[src/rtl/axi_expand_pkg.sv]
// Shared constants for the axi_expand widening stage: dither LFSR taps,
// fill-mode encodings and the LFSR step function.
package axi_expand_pkg;

    localparam logic [31:0] LFSR_TAPS = 32'h8020_0003;

    typedef enum logic [1:0] {
        FILL_ZERO   = 2'd0,
        FILL_HALF   = 2'd1,
        FILL_DITHER = 2'd2
    } fill_mode_e;

    // Galois step: shift right, fold the taps in when the dropped bit was set.
    function automatic logic [31:0] lfsr_next(input logic [31:0] value);
        return (value >> 1) ^ (value[0] ? LFSR_TAPS : 32'h0000_0000);
    endfunction

endpackage

[src/rtl/axi_expand_buf.sv]
// Two-entry stream FIFO with registered ready and valid; the write side never
// sees a combinational path from the read-side ready.
module axi_expand_buf
    import axi_expand_pkg::*;
#(
    parameter int WIDTH = 25
) (
    input  logic             clk,
    input  logic             reset_n,
    input  logic             clear,
    input  logic [WIDTH-1:0] wr_data,
    input  logic             wr_valid,
    output logic             wr_ready,
    output logic [WIDTH-1:0] rd_data,
    output logic             rd_valid,
    input  logic             rd_ready
);

    logic [1:0]       count_r;
    logic [1:0]       count_nxt_s;
    logic [WIDTH-1:0] head_r;
    logic [WIDTH-1:0] head_nxt_s;
    logic [WIDTH-1:0] tail_r;
    logic [WIDTH-1:0] tail_nxt_s;
    logic             ready_r;
    logic             valid_r;
    logic             push_s;
    logic             pop_s;

    // Next-state of occupancy and storage; head always holds the oldest entry.
    always_comb begin
        push_s      = wr_valid & ready_r;
        pop_s       = valid_r & rd_ready;
        count_nxt_s = count_r;
        head_nxt_s  = head_r;
        tail_nxt_s  = tail_r;
        if (clear) begin
            count_nxt_s = 2'd0;
        end else begin
            case ({push_s, pop_s})
                2'b10: begin
                    if (count_r == 2'd0) begin
                        head_nxt_s = wr_data;
                    end else begin
                        tail_nxt_s = wr_data;
                    end
                    count_nxt_s = count_r + 2'd1;
                end
                2'b01: begin
                    head_nxt_s  = tail_r;
                    count_nxt_s = count_r - 2'd1;
                end
                2'b11: begin
                    // Occupancy unchanged; at count 1 the new beat lands straight in head.
                    if (count_r == 2'd1) begin
                        head_nxt_s = wr_data;
                    end else begin
                        head_nxt_s = tail_r;
                        tail_nxt_s = wr_data;
                    end
                end
                default: begin
                    count_nxt_s = count_r;
                end
            endcase
        end
    end

    // Storage, occupancy and the registered handshake flags.
    always_ff @(posedge clk or negedge reset_n) begin
        if (!reset_n) begin
            count_r <= 2'd0;
            head_r  <= '0;
            tail_r  <= '0;
            ready_r <= 1'b0;
            valid_r <= 1'b0;
        end else begin
            count_r <= count_nxt_s;
            head_r  <= head_nxt_s;
            tail_r  <= tail_nxt_s;
            ready_r <= (count_nxt_s != 2'd2);
            valid_r <= (count_nxt_s != 2'd0);
        end
    end

    assign wr_ready = ready_r;
    assign rd_valid = valid_r;
    assign rd_data  = head_r;

endmodule

[src/rtl/axi_expand.sv]
// Widens narrow signed stream samples by MSB-aligning them into WIDTH_OUT bits
// and filling the vacated LSBs with zeros, a half-LSB offset or LFSR dither.
module axi_expand
    import axi_expand_pkg::*;
#(
    parameter int          WIDTH_IN  = 16,
    parameter int          WIDTH_OUT = 24,
    parameter int          FILL_MODE = 0,
    parameter logic [31:0] LFSR_SEED = 32'h0000_0001
) (
    input  logic                 clk,
    input  logic                 reset_n,
    input  logic                 clear,
    input  logic [WIDTH_IN-1:0]  i_tdata,
    input  logic                 i_tlast,
    input  logic                 i_tvalid,
    output logic                 i_tready,
    output logic [WIDTH_OUT-1:0] o_tdata,
    output logic                 o_tlast,
    output logic                 o_tvalid,
    input  logic                 o_tready
);

    localparam int PAD = WIDTH_OUT - WIDTH_IN;

    if (PAD < 1) begin : g_bad_width
        $error("axi_expand: WIDTH_OUT must exceed WIDTH_IN");
    end
    if (FILL_MODE > int'(FILL_DITHER) || FILL_MODE < 0) begin : g_bad_mode
        $error("axi_expand: unsupported FILL_MODE");
    end
    if (FILL_MODE == int'(FILL_DITHER) && PAD > 32) begin : g_bad_pad
        $error("axi_expand: dither fill limited to 32 pad bits");
    end
    if (LFSR_SEED == 32'h0000_0000) begin : g_bad_seed
        $error("axi_expand: LFSR_SEED must be nonzero");
    end

    logic [PAD-1:0] fill_s;

    if (FILL_MODE == int'(FILL_DITHER)) begin : g_dither
        logic [31:0] lfsr_r;
        logic        push_s;

        assign push_s = i_tvalid & i_tready;
        assign fill_s = lfsr_r[PAD-1:0];

        // Dither source; the fill uses the value held before this sample's advance.
        always_ff @(posedge clk or negedge reset_n) begin
            if (!reset_n) begin
                lfsr_r <= LFSR_SEED;
            end else if (clear) begin
                lfsr_r <= LFSR_SEED;
            end else if (push_s) begin
                lfsr_r <= lfsr_next(lfsr_r);
            end else begin
                lfsr_r <= lfsr_r;
            end
        end
    end else if (FILL_MODE == int'(FILL_HALF)) begin : g_half
        // Centre the widened value within the range of the dropped LSBs.
        always_comb begin
            fill_s          = '0;
            fill_s[PAD-1]   = 1'b1;
        end
    end else begin : g_zero
        assign fill_s = '0;
    end

    logic [WIDTH_OUT:0] rd_word_s;

    axi_expand_buf #(
        .WIDTH (WIDTH_OUT + 1)
    ) u_buf (
        .clk      (clk),
        .reset_n  (reset_n),
        .clear    (clear),
        .wr_data  ({i_tlast, i_tdata, fill_s}),
        .wr_valid (i_tvalid),
        .wr_ready (i_tready),
        .rd_data  (rd_word_s),
        .rd_valid (o_tvalid),
        .rd_ready (o_tready)
    );

    assign o_tlast = rd_word_s[WIDTH_OUT];
    assign o_tdata = rd_word_s[WIDTH_OUT-1:0];

endmodule

[config.mk]
export PLATFORM = sky130hd
export DESIGN_NAME = axi_expand
export DESIGN_NICKNAME = d
export VERILOG_FILES = /design/src/rtl/axi_expand_pkg.sv /design/src/rtl/axi_expand_buf.sv /design/src/rtl/axi_expand.sv
export SDC_FILE = /design/constraint.sdc
export NUM_CORES = 1
export LEC_CHECK = 0
export CAP_MARGIN = 20
export CORE_MARGIN = 2
export CORE_UTILIZATION = 40
export CTS_CLUSTER_DIAMETER = 30
export CTS_CLUSTER_SIZE = 14
export DETAILED_ROUTE_END_ITERATION = 10
export PLACE_DENSITY_LB_ADDON = 0.08
export SLEW_MARGIN = 5
export SYNTH_ARGS = -nofsm -noshare
export SYNTH_HDL_FRONTEND = slang
export SYNTH_SLANG_ARGS = --single-unit
[constraint.sdc]
create_clock -name clk -period 3.2 [get_ports clk]
set_input_delay 0.32 -clock clk [delete_from_list [all_inputs] [get_ports clk]]
set_output_delay 0.32 -clock clk [all_outputs]
set_load 0.01 [all_outputs]
==> results of run 1 <==
## synth_stat cells (all sizes together)
master and number:
nand2 3, mux2 17, mux2i 19, nor3 1, nand4 1, a21oi 20, and3 2, clkbuf 3
a221oi 18, buf 16, a211oi 1, nand3 3, a32oi 1, dfrtp 38, nor2 35, conb 1
a311oi 1, a2111oi 1, inv 3, ha 2
## per-stage QoR
stage | setup slack [ps] | instances
final | 961 | 294
after global routing | 834 | 294
after CTS | 954 | 294
after detailed placement | 751 | 287
after global placement | 815 | 287
after floorplan | 1110 | 193
## flip-flops by register name (all words and copies together), names as in the netlist
signal,flops
u_buf.count_r,2
u_buf.rd_valid,1
u_buf.rd_data,17
u_buf.tail_r,17
u_buf.wr_ready,1
## power by group
| part | internal, mW | switching, mW |
|---|---|---|
| registers | 0.708 | 0.147 |
| logic | 0.494 | 0.396 |
| clock network | 0.150 | 0.156 |
## metal layers
metal  global-route usage (%)  part of all wire (%)  up-vias
met1                     22.2                    43      761
met5                        0                     0        -
met2                     28.3                    51       46
met4                     5.95                  0.84        0
li1                         -                     -      748
met3                     4.61                   4.9        4
## logic make-up after synthesis
family                   Yosys count  synth area share (%)
multiplexers                      36                  19.2
AO/OA/AOI/OAI                     42                  15.6
buffers and inverters             22                  6.72
other                              1                 0.188
flip-flops                        38                  47.7
AND/OR/NAND/NOR                   45                  9.36
adder cells (fa/ha/maj)            2                  1.26
## area by class of cell
cell class	count	share of cell area, %
flip-flops and latches	38	38.0
repair buffers	46	17.6
inverters	3	0.450
well taps	67	3.35
clock buffers	7	3.05
multi-input cells	133	37.6
## worst reg2reg max path, delay by kind of cell, from the launching register on
kind	cells	cell delay [ps]
buf+inv	2	400
fa+ha+maj	1	200
flops	1	380
compound gates	1	630
mux	1	350
simple gates	1	160
## worst paths after layout
| kind | start | to | slack [ps] | depth (start not counted) |
|---|---|---|---|---|
| min in group clk | u_buf.count_r[0] | u_buf.rd_valid | 510 | 1 |
| worst min register to register | u_buf.count_r[0] | u_buf.rd_valid | 510 | 1 |
| max in group asynchronous | reset_n | u_buf.rd_data[18] | 2520 | 1 |
| worst min-delay path | reset_n | u_buf.count_r[0] | 150 | 1 |
| worst max register to register | u_buf.count_r[1] | u_buf.tail_r[11] | 960 | 6 |
| worst max-delay path | u_buf.count_r[1] | u_buf.tail_r[11] | 960 | 6 |
==> impl_metrics.yaml, run 1 <==
synthesis:
  yosys_register_bits: 38
  synthDominantAreaCellType: "sky130_fd_sc_hd__dfrtp_1"
  synth.cell_area_mm2: 0.00199
  synthDistinctLibCells: 24
  synth-warning-count: 0
  postSynthAreaPerCell_um2: 10.7
  synth_top_area_share_pct: 47.7
  area_contributors_post_synth: "sky130_fd_sc_hd__dfrtp_1 (48%), sky130_fd_sc_hd__mux2_2 (9.6%), sky130_fd_sc_hd__mux2i_1 (9.5%)"
  postSynthCellCount: 186
  yosysSeqAreaShare_pct: 47.7
sta:
  holdWs_ps: 150
  maxSlewViolCount: 0
  maxClockFrequency_ghz: 0.447
  final_hold_viol_count: 0
  setup_total_negative_slack_ps: 0
  final_min_period_over_clock_period_pct: 70.0
  worst-slew-pin-transition_ps: 867
  finalClockSkew_ps: 1.98
  setup_violations: 0
  grt_setup_unrepaired: "no"
  shortest_period_the_worst_path_allows_ps: 2240
  maxSlewHeadroom_pct: 42.2
worst_setup_path:
  cp_num_buf_inv: 2
  crit_path_max_delay_cell_type: "sky130_fd_sc_hd__a2111oi_4"
  cp-start-kind: "register"
  worst_setup_ep_type: "register"
  setup.worst_path.class: "reg -> reg"
  maximum_fanout_along_the_worst_path: 10
  data_required_time_at_the_worst_endpoint_ps: 3370
  critPathArrivalTime_ps: 2410
  max_stage_delay_ps: 630
  worst_path_dominant_cell_family: "compound AO/OA/AOI/OAI gates"
  cp_cell_sequence: "inv_1 -> ha_1 -> and3_4 -> a2111oi_4 -> buf_4 -> mux2_2"
placement:
  gp_congestion: 0.757
  placement.cell_area_mm2: 0.00243
  hpwl_um: 3010
  port_buffers: 40
cts:
  number_of_hold_buffers_added_after_cts: 0
  tritoncts_clock_tree: "done"
  post-cts-setup-buffer-count: 0
  clkLatencyLatePin_ps: 280
  clk_path_buf_depth: 2
  number_of_cts_inserted_buffers: 5
  clkSinkCount: 38
  cts_resized: 0
  clock_tree.root_cell: "sky130_fd_sc_hd__clkbuf_8"
  number_of_h_tree_levels: 2
  clock_transition_at_the_registers_of_the_reported_paths_ps: 70
floorplan:
  dieWidth_um: 74.6
  die_area_mm2: 0.00556
  starting_density_of_the_core_pct: 41.9
  ios: 49
  placement_rows: 25
  floorplan.die.height_um: 74.6
  core_area_mm2: 0.00475
routing:
  total_via_count_in_the_routed_design: 1559
  remaining_drc_errors: 0
  vias_per_cell: 5.30
  drt-wirelength-per-cell_um: 15.0
  total_iterations_of_the_first_detailed_routing_run: 5
  count_of_nets_left_with_antenna_violations_after_detail_routing: 0
  dr.first_iter.drc_count: 49
  drt_wl_total_um: 4420
cells_and_area:
  syn2layout_area_growth_pct: 25.7
  layout-drive-gt1-share_pct: 14.5
  regArea_um2: 951
  antenna-diode-count: 0
  total_number_of_nets_in_the_final_design: 251
  final_core_utilization_pct: 52.7
  layout.cells.most_common_list: "sky130_fd_sc_hd__clkdlybuf4s50_1 (39), sky130_fd_sc_hd__dfrtp_1 (38), sky130_fd_sc_hd__nor2_1 (35)"
  final.fill_count: 445
  multiInputGateArea_um2: 941
  layout.cell_area.non_filler_mm2: 0.00250
  mostFrequentLayoutCell: "sky130_fd_sc_hd__clkdlybuf4s50_1"
global_route:
  track_usage_pct: 17.3
  grt_pass1_wl_um: 7180
  grt_max_degree: 39
  gr-total-overflow: 0
  initial_antenna_violation_count: 0
  via_count_of_the_first_global_routing_pass: 1500
outcome:
  outcome: "complete, no violations"
power:
  power.ir.vdd_worst_v: 0.000398
  p_total_mw: 2.05
  power_density_mw_per_mm2: 819
  leakage_power_figure_nw: 0.999
min_path:
  min-delay-path-class: "in -> async"
job:
  cap_violations: 0
Power figures use the tool's default switching activity.
==> run 2, diff against run 1 <==
==> constraint.sdc (replaced) <==
create_clock -name clk -period 2 [get_ports clk]
set_input_delay 0.2 -clock clk [delete_from_list [all_inputs] [get_ports clk]]
set_output_delay 0.2 -clock clk [all_outputs]
set_load 0.01 [all_outputs]
==> impl_metrics.yaml, run 2 (synthesized netlist as in run 1, its figures left out) <==
outcome:
  outcome: "complete, no violations"
worst_setup_path:
  worst_setup_ep_type: "register"
  crit_path_max_delay_cell_type: "sky130_fd_sc_hd__dfrtp_1"
  cp_cell_sequence: "inv_1 -> ha_1 -> buf_4 -> mux2i_1 -> nor2_1 -> a221oi_1 -> a21oi_1"
  maximum_fanout_along_the_worst_path: 17
  max_stage_delay_ps: 420
  data_required_time_at_the_worst_endpoint_ps: 2170
  setup.worst_path.class: "reg -> reg"
  crit-reg2reg-launch: "u_buf.count_r[1]"
  cp-start-kind: "register"
  worst-r2r-setup-slack_ps: 200
  timing.critical_path.from: "u_buf.count_r[1]"
  critPathArrivalTime_ps: 1980
sta:
  grt_setup_unrepaired: "no"
  maxSlewViolCount: 0
  final_hold_viol_count: 0
  shortest_period_the_worst_path_allows_ps: 1800
  maxClockFrequency_ghz: 0.555
  setup_total_negative_slack_ps: 0
  worst-slew-pin-transition_ps: 592
  maxSlewHeadroom_pct: 60.6
  holdWs_ps: 442
  postLayoutSetupSlackWorst_ps: 197
  finalClockSkew_ps: 4.57
  final_min_period_over_clock_period_pct: 90.1
  setup_violations: 0
routing:
  total_iterations_of_the_first_detailed_routing_run: 4
  count_of_nets_left_with_antenna_violations_after_detail_routing: 0
  dr.first_iter.drc_count: 95
  drt_wl_total_um: 4620
  total_via_count_in_the_routed_design: 1617
  drt-wirelength-per-cell_um: 15.2
  remaining_drc_errors: 0
  vias_per_cell: 5.32
cts:
  clkLatencyLatePin_ps: 290
  clk_path_buf_depth: 2
  number_of_h_tree_levels: 2
  clkSinkCount: 38
  tritoncts_clock_tree: "done"
  number_of_cts_inserted_buffers: 5
  clock_transition_at_the_registers_of_the_reported_paths_ps: 80
  clock_tree.root_cell: "sky130_fd_sc_hd__clkbuf_8"
  post-cts-setup-buffer-count: 0
floorplan:
  core_area_mm2: 0.00475
  dieWidth_um: 74.6
  placement_rows: 25
  die_area_mm2: 0.00556
  floorplan.die.height_um: 74.6
  starting_density_of_the_core_pct: 41.9
  ios: 49
global_route:
  initial_antenna_violation_count: 0
  via_count_of_the_first_global_routing_pass: 1580
  gr-total-overflow: 0
  track_usage_pct: 18.4
  grt_pass1_wl_um: 7620
  grt_max_degree: 28
cells_and_area:
  layout-drive-gt1-share_pct: 18.1
  mostFrequentLayoutCell: "sky130_fd_sc_hd__clkdlybuf4s50_1"
  layout.cells.most_common_list: "sky130_fd_sc_hd__clkdlybuf4s50_1 (39), sky130_fd_sc_hd__dfrtp_1 (38), sky130_fd_sc_hd__nor2_1 (35)"
  total_number_of_nets_in_the_final_design: 260
  antenna-diode-count: 0
  final_core_utilization_pct: 55.0
  syn2layout_area_growth_pct: 31.3
  final.fill_count: 422
power:
  power.ir.vdd_worst_v: 0.000775
  power_density_mw_per_mm2: 1330
  leakage_power_figure_nw: 1.06
  p_total_mw: 3.47
placement:
  hpwl_um: 3170
  pre_cts_ws_ps: 94.5
  gp_congestion: 0.752
  port_buffers: 40
job:
  cap_violations: 0
min_path:
  min-delay-path-class: "in -> async"
[run 2: changes by cell type in the layout (fill, tap and decap cells not counted)]
cell	before	now
sky130_fd_sc_hd__clkbuf_1	2	0
sky130_fd_sc_hd__buf_4	6	13
sky130_fd_sc_hd__buf_12	0	1
sky130_fd_sc_hd__clkinv_2	0	2
sky130_fd_sc_hd__a21oi_2	2	1
sky130_fd_sc_hd__a21oi_1	18	19
sky130_fd_sc_hd__bufinv_16	0	1
sky130_fd_sc_hd__dlygate4sd3_1	0	1
[run 2: critical path: cells and delay by family (launching register included)]
kind / cells / cell delay (ps)
simple gates: 1 / 50
mux: 1 / 230
buf+inv: 2 / 430
compound gates: 2 / 370
flops: 1 / 420
fa+ha+maj: 1 / 180
[run 2: layer usage]
| metal | track usage [%] | routed length [µm] |
|---|---|---|
| met5 | 0 | 0 |
| met4 | 6.35 | 57 |
| met3 | 4.88 | 256 |
| met2 | 31.4 | 2290 |
| met1 | 22.5 | 2010 |
[run 2: worst paths after layout]
path	cells past startpoint	endpoint
setup reg to reg	7	u_buf.rd_data[18]
hold reg to reg	1	u_buf.rd_valid
setup / recovery	7	u_buf.rd_data[18]
min in group clk	1	u_buf.rd_valid
max in group asynchronous	3	u_buf.rd_data[10]
hold / removal	2	u_buf.rd_data[16]
[run 2: per-stage QoR]
step,area (µm²),cells
floorplan,2020,193
global placement,2500,295
detailed placement,2500,295
CTS,2620,304
global route,2620,304
finish,2620,304
[run 2: power breakdown]
group / switching (mW) / internal (mW) / total, mW
Combinational: 0.633 / 0.815 / 1.45
Sequential: 0.240 / 1.13 / 1.37
Clock: 0.287 / 0.367 / 0.654
[run 2: area by class of cell]
| cell class | instances | area (µm²) | area share, % |
|---|---|---|---|
| clock inverters | 3 | 40.0 | 1.53 |
| clock buffers | 5 | 68.8 | 2.63 |
| well taps | 67 | 83.8 | 3.21 |
| inverters | 3 | 11.3 | 0.431 |
| multi-input cells | 133 | 937 | 35.8 |
| flip-flops and latches | 38 | 951 | 36.4 |
| repair buffers | 55 | 523 | 20.0 |
[run 2: timing repair]
item,in CTS,in global routing
endpoints found under the hold margin,25,0
setup endpoints to repair,0,0
resized for setup,0,0
hold buffers,1,0
